### src/rtl/mem_arbiter_if.sv
// Bus bundle between the two requesters, the arbiter and the single-port memory.
interface mem_arbiter_if #(
    parameter int ADDR_W = 12,
    parameter int DATA_W = 36
);
    logic              p0_req;
    logic              p0_we;
    logic [ADDR_W-1:0] p0_addr;
    logic [DATA_W-1:0] p0_wdata;
    logic              p0_gnt;
    logic              p0_rvalid;
    logic [DATA_W-1:0] p0_rdata;

    logic              p1_req;
    logic              p1_we;
    logic [ADDR_W-1:0] p1_addr;
    logic [DATA_W-1:0] p1_wdata;
    logic              p1_gnt;
    logic              p1_rvalid;
    logic [DATA_W-1:0] p1_rdata;

    logic              mem_write_enable;
    logic [ADDR_W-1:0] mem_addr;
    logic [DATA_W-1:0] mem_write_data;
    logic [DATA_W-1:0] mem_read_data;

    modport slave (
        input  p0_req, p0_we, p0_addr, p0_wdata,
        input  p1_req, p1_we, p1_addr, p1_wdata,
        input  mem_read_data,
        output p0_gnt, p0_rvalid, p0_rdata,
        output p1_gnt, p1_rvalid, p1_rdata,
        output mem_write_enable, mem_addr, mem_write_data
    );

    modport master (
        output p0_req, p0_we, p0_addr, p0_wdata,
        output p1_req, p1_we, p1_addr, p1_wdata,
        output mem_read_data,
        input  p0_gnt, p0_rvalid, p0_rdata,
        input  p1_gnt, p1_rvalid, p1_rdata,
        input  mem_write_enable, mem_addr, mem_write_data
    );
endinterface

### src/rtl/mem_arbiter.sv
// Two-port round-robin (or fixed-priority) arbiter sequencing one memory access per cycle
// into a single-port memory with combinational read; read data returns registered.
module mem_arbiter #(
    parameter int ADDR_W     = 12,
    parameter int DATA_W     = 36,
    parameter bit FIXED_PRIO = 1'b0
) (
    input logic              clk,
    input logic              reset_n,
    mem_arbiter_if.slave     bus
);
    typedef enum logic [1:0] {SEL_NONE = 2'd0, SEL_P0 = 2'd1, SEL_P1 = 2'd2} sel_e;

    sel_e              sel_s;
    logic              elig0_s;
    logic              elig1_s;
    logic              win_we_s;
    logic [ADDR_W-1:0] win_addr_s;
    logic [DATA_W-1:0] win_wdata_s;

    logic              gnt0_r;
    logic              gnt1_r;
    logic              rvalid0_r;
    logic              rvalid1_r;
    logic [DATA_W-1:0] rdata0_r;
    logic [DATA_W-1:0] rdata1_r;
    logic              we_r;
    logic [ADDR_W-1:0] addr_r;
    logic [DATA_W-1:0] wdata_r;
    logic              acc_valid_r;
    logic              acc_port_r;
    logic              last_grant_r;

    // Eligibility excludes a port in its grant cycle so one request is never granted twice.
    always_comb begin
        sel_s       = SEL_NONE;
        win_we_s    = 1'b0;
        win_addr_s  = bus.p0_addr;
        win_wdata_s = bus.p0_wdata;
        elig0_s     = bus.p0_req & ~gnt0_r;
        elig1_s     = bus.p1_req & ~gnt1_r;
        case ({elig1_s, elig0_s})
            2'b01:   sel_s = SEL_P0;
            2'b10:   sel_s = SEL_P1;
            2'b11: begin
                if (FIXED_PRIO || last_grant_r) begin
                    sel_s = SEL_P0;
                end else begin
                    sel_s = SEL_P1;
                end
            end
            default: sel_s = SEL_NONE;
        endcase
        case (sel_s)
            SEL_P0: begin
                win_we_s    = bus.p0_we;
                win_addr_s  = bus.p0_addr;
                win_wdata_s = bus.p0_wdata;
            end
            SEL_P1: begin
                win_we_s    = bus.p1_we;
                win_addr_s  = bus.p1_addr;
                win_wdata_s = bus.p1_wdata;
            end
            default: begin
                win_we_s    = 1'b0;
                win_addr_s  = addr_r;
                win_wdata_s = wdata_r;
            end
        endcase
    end

    // Arbitration state, latched access and read-return registers.
    always_ff @(posedge clk) begin
        if (!reset_n) begin
            gnt0_r       <= 1'b0;
            gnt1_r       <= 1'b0;
            rvalid0_r    <= 1'b0;
            rvalid1_r    <= 1'b0;
            rdata0_r     <= {DATA_W{1'b0}};
            rdata1_r     <= {DATA_W{1'b0}};
            we_r         <= 1'b0;
            addr_r       <= {ADDR_W{1'b0}};
            wdata_r      <= {DATA_W{1'b0}};
            acc_valid_r  <= 1'b0;
            acc_port_r   <= 1'b0;
            last_grant_r <= 1'b1;
        end else begin
            rvalid0_r <= acc_valid_r & ~we_r & ~acc_port_r;
            rvalid1_r <= acc_valid_r & ~we_r &  acc_port_r;
            if (acc_valid_r && !we_r && !acc_port_r) begin
                rdata0_r <= bus.mem_read_data;
            end else begin
                rdata0_r <= rdata0_r;
            end
            if (acc_valid_r && !we_r && acc_port_r) begin
                rdata1_r <= bus.mem_read_data;
            end else begin
                rdata1_r <= rdata1_r;
            end
            // Address and data hold through idle cycles; only the write enable drops.
            addr_r  <= win_addr_s;
            wdata_r <= win_wdata_s;
            we_r    <= win_we_s;
            case (sel_s)
                SEL_P0: begin
                    gnt0_r       <= 1'b1;
                    gnt1_r       <= 1'b0;
                    acc_valid_r  <= 1'b1;
                    acc_port_r   <= 1'b0;
                    last_grant_r <= 1'b0;
                end
                SEL_P1: begin
                    gnt0_r       <= 1'b0;
                    gnt1_r       <= 1'b1;
                    acc_valid_r  <= 1'b1;
                    acc_port_r   <= 1'b1;
                    last_grant_r <= 1'b1;
                end
                default: begin
                    gnt0_r       <= 1'b0;
                    gnt1_r       <= 1'b0;
                    acc_valid_r  <= 1'b0;
                    acc_port_r   <= acc_port_r;
                    last_grant_r <= last_grant_r;
                end
            endcase
        end
    end

    assign bus.p0_gnt           = gnt0_r;
    assign bus.p1_gnt           = gnt1_r;
    assign bus.p0_rvalid        = rvalid0_r;
    assign bus.p1_rvalid        = rvalid1_r;
    assign bus.p0_rdata         = rdata0_r;
    assign bus.p1_rdata         = rdata1_r;
    assign bus.mem_write_enable = we_r;
    assign bus.mem_addr         = addr_r;
    assign bus.mem_write_data   = wdata_r;
endmodule

### src/flat_wrapper.sv
// flat-port wrapper written by rule: the top's interface ports become plain ports
module mem_arbiter_flat 
#(
    parameter int ADDR_W     = 12,
    parameter int DATA_W     = 36,
    parameter bit FIXED_PRIO = 1'b0
)
  (clk, reset_n, bus_p0_req, bus_p0_we, bus_p0_addr, bus_p0_wdata, bus_p1_req, bus_p1_we, bus_p1_addr, bus_p1_wdata, bus_mem_read_data, bus_p0_gnt, bus_p0_rvalid, bus_p0_rdata, bus_p1_gnt, bus_p1_rvalid, bus_p1_rdata, bus_mem_write_enable, bus_mem_addr, bus_mem_write_data);
  mem_arbiter_if #(.ADDR_W(ADDR_W), .DATA_W(DATA_W)) bus_i ();
  input logic clk;
  input logic reset_n;
  input wire logic [$bits(bus_i.p0_req)-1:0] bus_p0_req;
  input wire logic [$bits(bus_i.p0_we)-1:0] bus_p0_we;
  input wire logic [$bits(bus_i.p0_addr)-1:0] bus_p0_addr;
  input wire logic [$bits(bus_i.p0_wdata)-1:0] bus_p0_wdata;
  input wire logic [$bits(bus_i.p1_req)-1:0] bus_p1_req;
  input wire logic [$bits(bus_i.p1_we)-1:0] bus_p1_we;
  input wire logic [$bits(bus_i.p1_addr)-1:0] bus_p1_addr;
  input wire logic [$bits(bus_i.p1_wdata)-1:0] bus_p1_wdata;
  input wire logic [$bits(bus_i.mem_read_data)-1:0] bus_mem_read_data;
  output wire logic [$bits(bus_i.p0_gnt)-1:0] bus_p0_gnt;
  output wire logic [$bits(bus_i.p0_rvalid)-1:0] bus_p0_rvalid;
  output wire logic [$bits(bus_i.p0_rdata)-1:0] bus_p0_rdata;
  output wire logic [$bits(bus_i.p1_gnt)-1:0] bus_p1_gnt;
  output wire logic [$bits(bus_i.p1_rvalid)-1:0] bus_p1_rvalid;
  output wire logic [$bits(bus_i.p1_rdata)-1:0] bus_p1_rdata;
  output wire logic [$bits(bus_i.mem_write_enable)-1:0] bus_mem_write_enable;
  output wire logic [$bits(bus_i.mem_addr)-1:0] bus_mem_addr;
  output wire logic [$bits(bus_i.mem_write_data)-1:0] bus_mem_write_data;
  assign bus_i.p0_req = bus_p0_req;
  assign bus_i.p0_we = bus_p0_we;
  assign bus_i.p0_addr = bus_p0_addr;
  assign bus_i.p0_wdata = bus_p0_wdata;
  assign bus_i.p1_req = bus_p1_req;
  assign bus_i.p1_we = bus_p1_we;
  assign bus_i.p1_addr = bus_p1_addr;
  assign bus_i.p1_wdata = bus_p1_wdata;
  assign bus_i.mem_read_data = bus_mem_read_data;
  assign bus_p0_gnt = bus_i.p0_gnt;
  assign bus_p0_rvalid = bus_i.p0_rvalid;
  assign bus_p0_rdata = bus_i.p0_rdata;
  assign bus_p1_gnt = bus_i.p1_gnt;
  assign bus_p1_rvalid = bus_i.p1_rvalid;
  assign bus_p1_rdata = bus_i.p1_rdata;
  assign bus_mem_write_enable = bus_i.mem_write_enable;
  assign bus_mem_addr = bus_i.mem_addr;
  assign bus_mem_write_data = bus_i.mem_write_data;
  mem_arbiter #(.ADDR_W(ADDR_W), .DATA_W(DATA_W), .FIXED_PRIO(FIXED_PRIO)) u_core (.clk(clk), .reset_n(reset_n), .bus(bus_i));
endmodule
### config.mk
export PLATFORM = sky130hd
export DESIGN_NAME = mem_arbiter_flat
export DESIGN_NICKNAME = d
export VERILOG_FILES = /design/src/rtl/mem_arbiter_if.sv /design/src/rtl/mem_arbiter.sv /design/src/flat_wrapper.sv
export SDC_FILE = /design/constraint.sdc
export NUM_CORES = 1
export LEC_CHECK = 0
export CAP_MARGIN = 20
export CORE_MARGIN = 5
export CORE_UTILIZATION = 25
export CTS_BUF_LIST = sky130_fd_sc_hd__clkbuf_4 sky130_fd_sc_hd__clkbuf_8
export DETAILED_ROUTE_END_ITERATION = 12
export PLACE_DENSITY_LB_ADDON = 0.08
export SYNTH_ARGS = -nofsm -noshare
export SYNTH_HDL_FRONTEND = slang
export SYNTH_SLANG_ARGS = --single-unit
### constraint.sdc
create_clock -name clk -period 4.3 [get_ports clk]
set_clock_uncertainty 0.2 [all_clocks]
set_input_delay 1.075 -clock clk [delete_from_list [all_inputs] [get_ports clk]]
set_output_delay 1.075 -clock clk [all_outputs]
set_load 0.02 [all_outputs]
==> results_dict.tcl <==
set metrics [dict create \
    final_core_utilization_pct 41.0 \
    via_per_inst 4.35 \
    cts_max_path_buffers 2 \
    finalHoldViolCount 0 \
    postCtsSetupRepairBufs 0 \
    place.port_buffers 262 \
    pin_count 263 \
    timing.setup.tns_ns 0 \
    crit_path_end_kind "register" \
    timing.critical_path.required_ns 4.42 \
    antenna_found_initial 2 \
    syn-instance-count 517 \
    area_delta_synth_final_pct 60.0 \
    status "complete, no violations" \
    fin_nets 903 \
    leakagePower_uw 0.00368 \
    global_route.overflow_total 0 \
    total_power_uw 3450 \
    avg_cell_area_syn_um2 10.5 \
    route.met2.wl_um 7970 \
    cts_root_buffer "sky130_fd_sc_hd__clkbuf_8" \
    detail_route.wirelength_um 16800 \
    post-dp-hpwl_um 12300 \
    drv.max_cap_violation_count 0 \
    clock_sink_count 128 \
    placed_area_mm2 0.00825 \
    critical_path_arrival_ns 3.03 \
    power-per-cell-area_mw_per_mm2 398 \
    placement_rows 53 \
    synthesis.area_mm2 0.00542 \
    synth-edff-count 0 \
    final_min_period_over_clock_period_pct 67.9 \
    grt_max_degree 80 \
    multiInputGateArea_mm2 0.00262 \
    wl_on_met1_um 6680 \
    rr_worst_depth 6 \
    post_drt_wl_per_cell_um 16.0 \
    postSynth.topFlopCell "sky130_fd_sc_hd__dfxtp_1" \
    fmax_ghz 0.343 \
    synthesis.yosys.warnings 0 \
    drive_gt1_share_pct 12.1 \
    synth-async-reset-ratio_pct 0 \
    postSynthNetCount 657 \
    final.hold.worst_slack_ns 0.262 \
    worst_setup_path_start_kind "input port" \
    period_needed_ns 2.92 \
    synth_cell_types 26 \
    layout.cell_area.non_filler_mm2 0.00867 \
    worst-slew-pin-transition_ns 0.676 \
    die_w_um 157 \
    yosysSeqAreaShare_pct 47.3 \
    detailed_routed_wire_length_on_met3_um 1930 \
    clock_insertion_delay_worst_skew_ns 0.42 \
    grt.total_usage_pct 13.3 \
    max_slew_margin_pct 54.9 \
    detailedRoute.firstPassIterationCount 6 \
    routed-via-count 4577 \
    reg2reg_setup_slack_ns 2.09 \
    vdd.ir_drop.worst_mv 0.159 \
    worstHoldPathCells 2 \
    fillers 2089 \
    seqCellArea_mm2 0.00256 \
    cts_tree "yes" \
    grt_setup_unrepaired "false" \
    ys_seq_elements 128 \
    finalWeightedCongestion 0.718 \
    drt_first_iter_violations 126 \
    timing.setup.critical_path_class "in2reg" \
    clkTransAtPathRegs_ns 0.07 \
    cts_htree_levels 4 \
    final_setup_violations 0 \
    worst-path-max-fanout 51 \
    slew_violations 0 \
    cts_made_buffers 17 \
    post-route-drc-count 0 \
    grt_pass1_wl_um 25900 \
    die_height_um 157 \
    core_mm2 0.0212 \
    ant_nets 0 \
    cts_repair_resize_count 0 \
    die_area_mm2 0.0247 \
    holdBufCountCts 0 \
    initial_utilization_pct 25.6 \
    grt_pass1_vias 4835 \
    hp-class "reg2reg" \
    dr.max_layer_used "met5" \
]
## per-layer routing
| layer | track usage (%) | vias to the layer above |
|---|---|---|
| li1 | - | 2260 |
| met1 | 14.9 | 2124 |
| met2 | 21.8 | 173 |
| met3 | 7.09 | 18 |
| met4 | 4.26 | 2 |
| met5 | 0 | - |
## path summary, 6_finish.rpt
kind                                              start                       to
worst max register to register        u_core.bus.p1_gnt   u_core.bus.mem_addr[7]
worst max-delay path                         bus_p1_req   u_core.bus.mem_addr[7]
worst min register to register  u_core.bus.p1_rdata[30]  u_core.bus.p1_rdata[30]
worst min-delay path            u_core.bus.p1_rdata[30]  u_core.bus.p1_rdata[30]
## sequential cells by signal, summed over array words and instances, names as in the netlist
register                     count
u_core.bus.mem_addr             12
u_core.bus.p1_gnt                1
u_core.bus.mem_write_enable      1
u_core.bus.p0_gnt                1
u_core.bus.p0_rvalid             1
u_core.bus.p1_rdata             36
u_core.acc_port_r                1
u_core.last_grant_r              1
u_core.bus.p0_rdata             36
u_core.acc_valid_r               1
u_core.bus.p1_rvalid             1
u_core.bus.mem_write_data       36
## cell families after synthesis
logic type / Yosys count / share of synthesized area (%)
flops: 128 / 47.3
simple gates: 170 / 14.8
compound gates: 54 / 9.61
fa+ha+maj: 2 / 0.462
buf+inv: 43 / 4.50
mux: 120 / 23.3
## layout by cell type (no fill, tap or decap), drive strengths merged
master / synthesis / final
clkdlybuf4s50: 0 / 261
dfxtp: 128 / 128
nand2: 110 / 110
mux2i: 72 / 72
nand2b: 50 / 50
mux2: 48 / 48
o211a: 48 / 48
clkbuf: 22 / 17
buf: 21 / 9
clkinvlp: 0 / 4
inv: 0 / 4
clkinv: 0 / 4
nor2b: 3 / 3
bufinv: 0 / 3
and2: 2 / 2
ha: 2 / 2
diode: 0 / 1
o21a: 1 / 1
o21ai: 1 / 1
a21oi: 1 / 1
a21o: 1 / 1
or3b: 1 / 1
and3b: 1 / 1
nand3: 1 / 1
a21boi: 1 / 1
a22oi: 1 / 1
and4bb: 1 / 1
and4b: 1 / 1
## critical path, cell delays in order
cell and delay [ns]:
sky130_fd_sc_hd__clkdlybuf4s50_1 0.45, sky130_fd_sc_hd__nand2b_1 0.09, sky130_fd_sc_hd__o21ai_0 0.33, sky130_fd_sc_hd__ha_4 0.20, sky130_fd_sc_hd__buf_12 0.26, sky130_fd_sc_hd__mux2_2 0.38
sky130_fd_sc_hd__o211a_1 0.20
## cell usage after synthesis (2+ instances only)
library cell               instances  area, µm²
sky130_fd_sc_hd__nand2b_1         50        313
sky130_fd_sc_hd__and2_1            2       12.5
sky130_fd_sc_hd__buf_1             2       7.51
sky130_fd_sc_hd__clkbuf_1         22       82.6
sky130_fd_sc_hd__nor2b_1           3       18.8
sky130_fd_sc_hd__mux2i_1          72        721
sky130_fd_sc_hd__mux2_2           48        541
sky130_fd_sc_hd__o211a_1          48        480
sky130_fd_sc_hd__buf_2            12       60.1
sky130_fd_sc_hd__dfxtp_1         128       2560
sky130_fd_sc_hd__buf_12            3       60.1
sky130_fd_sc_hd__buf_4             3       22.5
sky130_fd_sc_hd__nand2_1         110        413
sky130_fd_sc_hd__ha_1              2       25.0
## metrics by stage
stage | instances | setup WS, ns
2_1_floorplan | 517 | 1.56
6_report | 1052 | 1.38
5_1_grt | 1052 | 1.23
3_3_place_gp | 1019 | 0.932
4_1_cts | 1051 | 1.42
3_5_place_dp | 1019 | 0.938
## power by group
| part | switching, µW | leakage (µW) | total (µW) | internal, µW |
|---|---|---|---|---|
| sequential | 58.7 | 0.00105 | 1370 | 1310 |
| clock | 518 | 0.000199 | 1100 | 580 |
| combinational | 456 | 0.00243 | 985 | 528 |
## final cells by class
cell class | count | area share (%)
diodes | 1 | 0.0289
well taps | 275 | 3.97
clock buffers | 17 | 2.70
repair buffers | 270 | 31.4
clock inverters | 15 | 2.11
multi-input cells | 346 | 30.3
flip-flops and latches | 128 | 29.6
No activity file was read; power rests on OpenSTA's default activity.
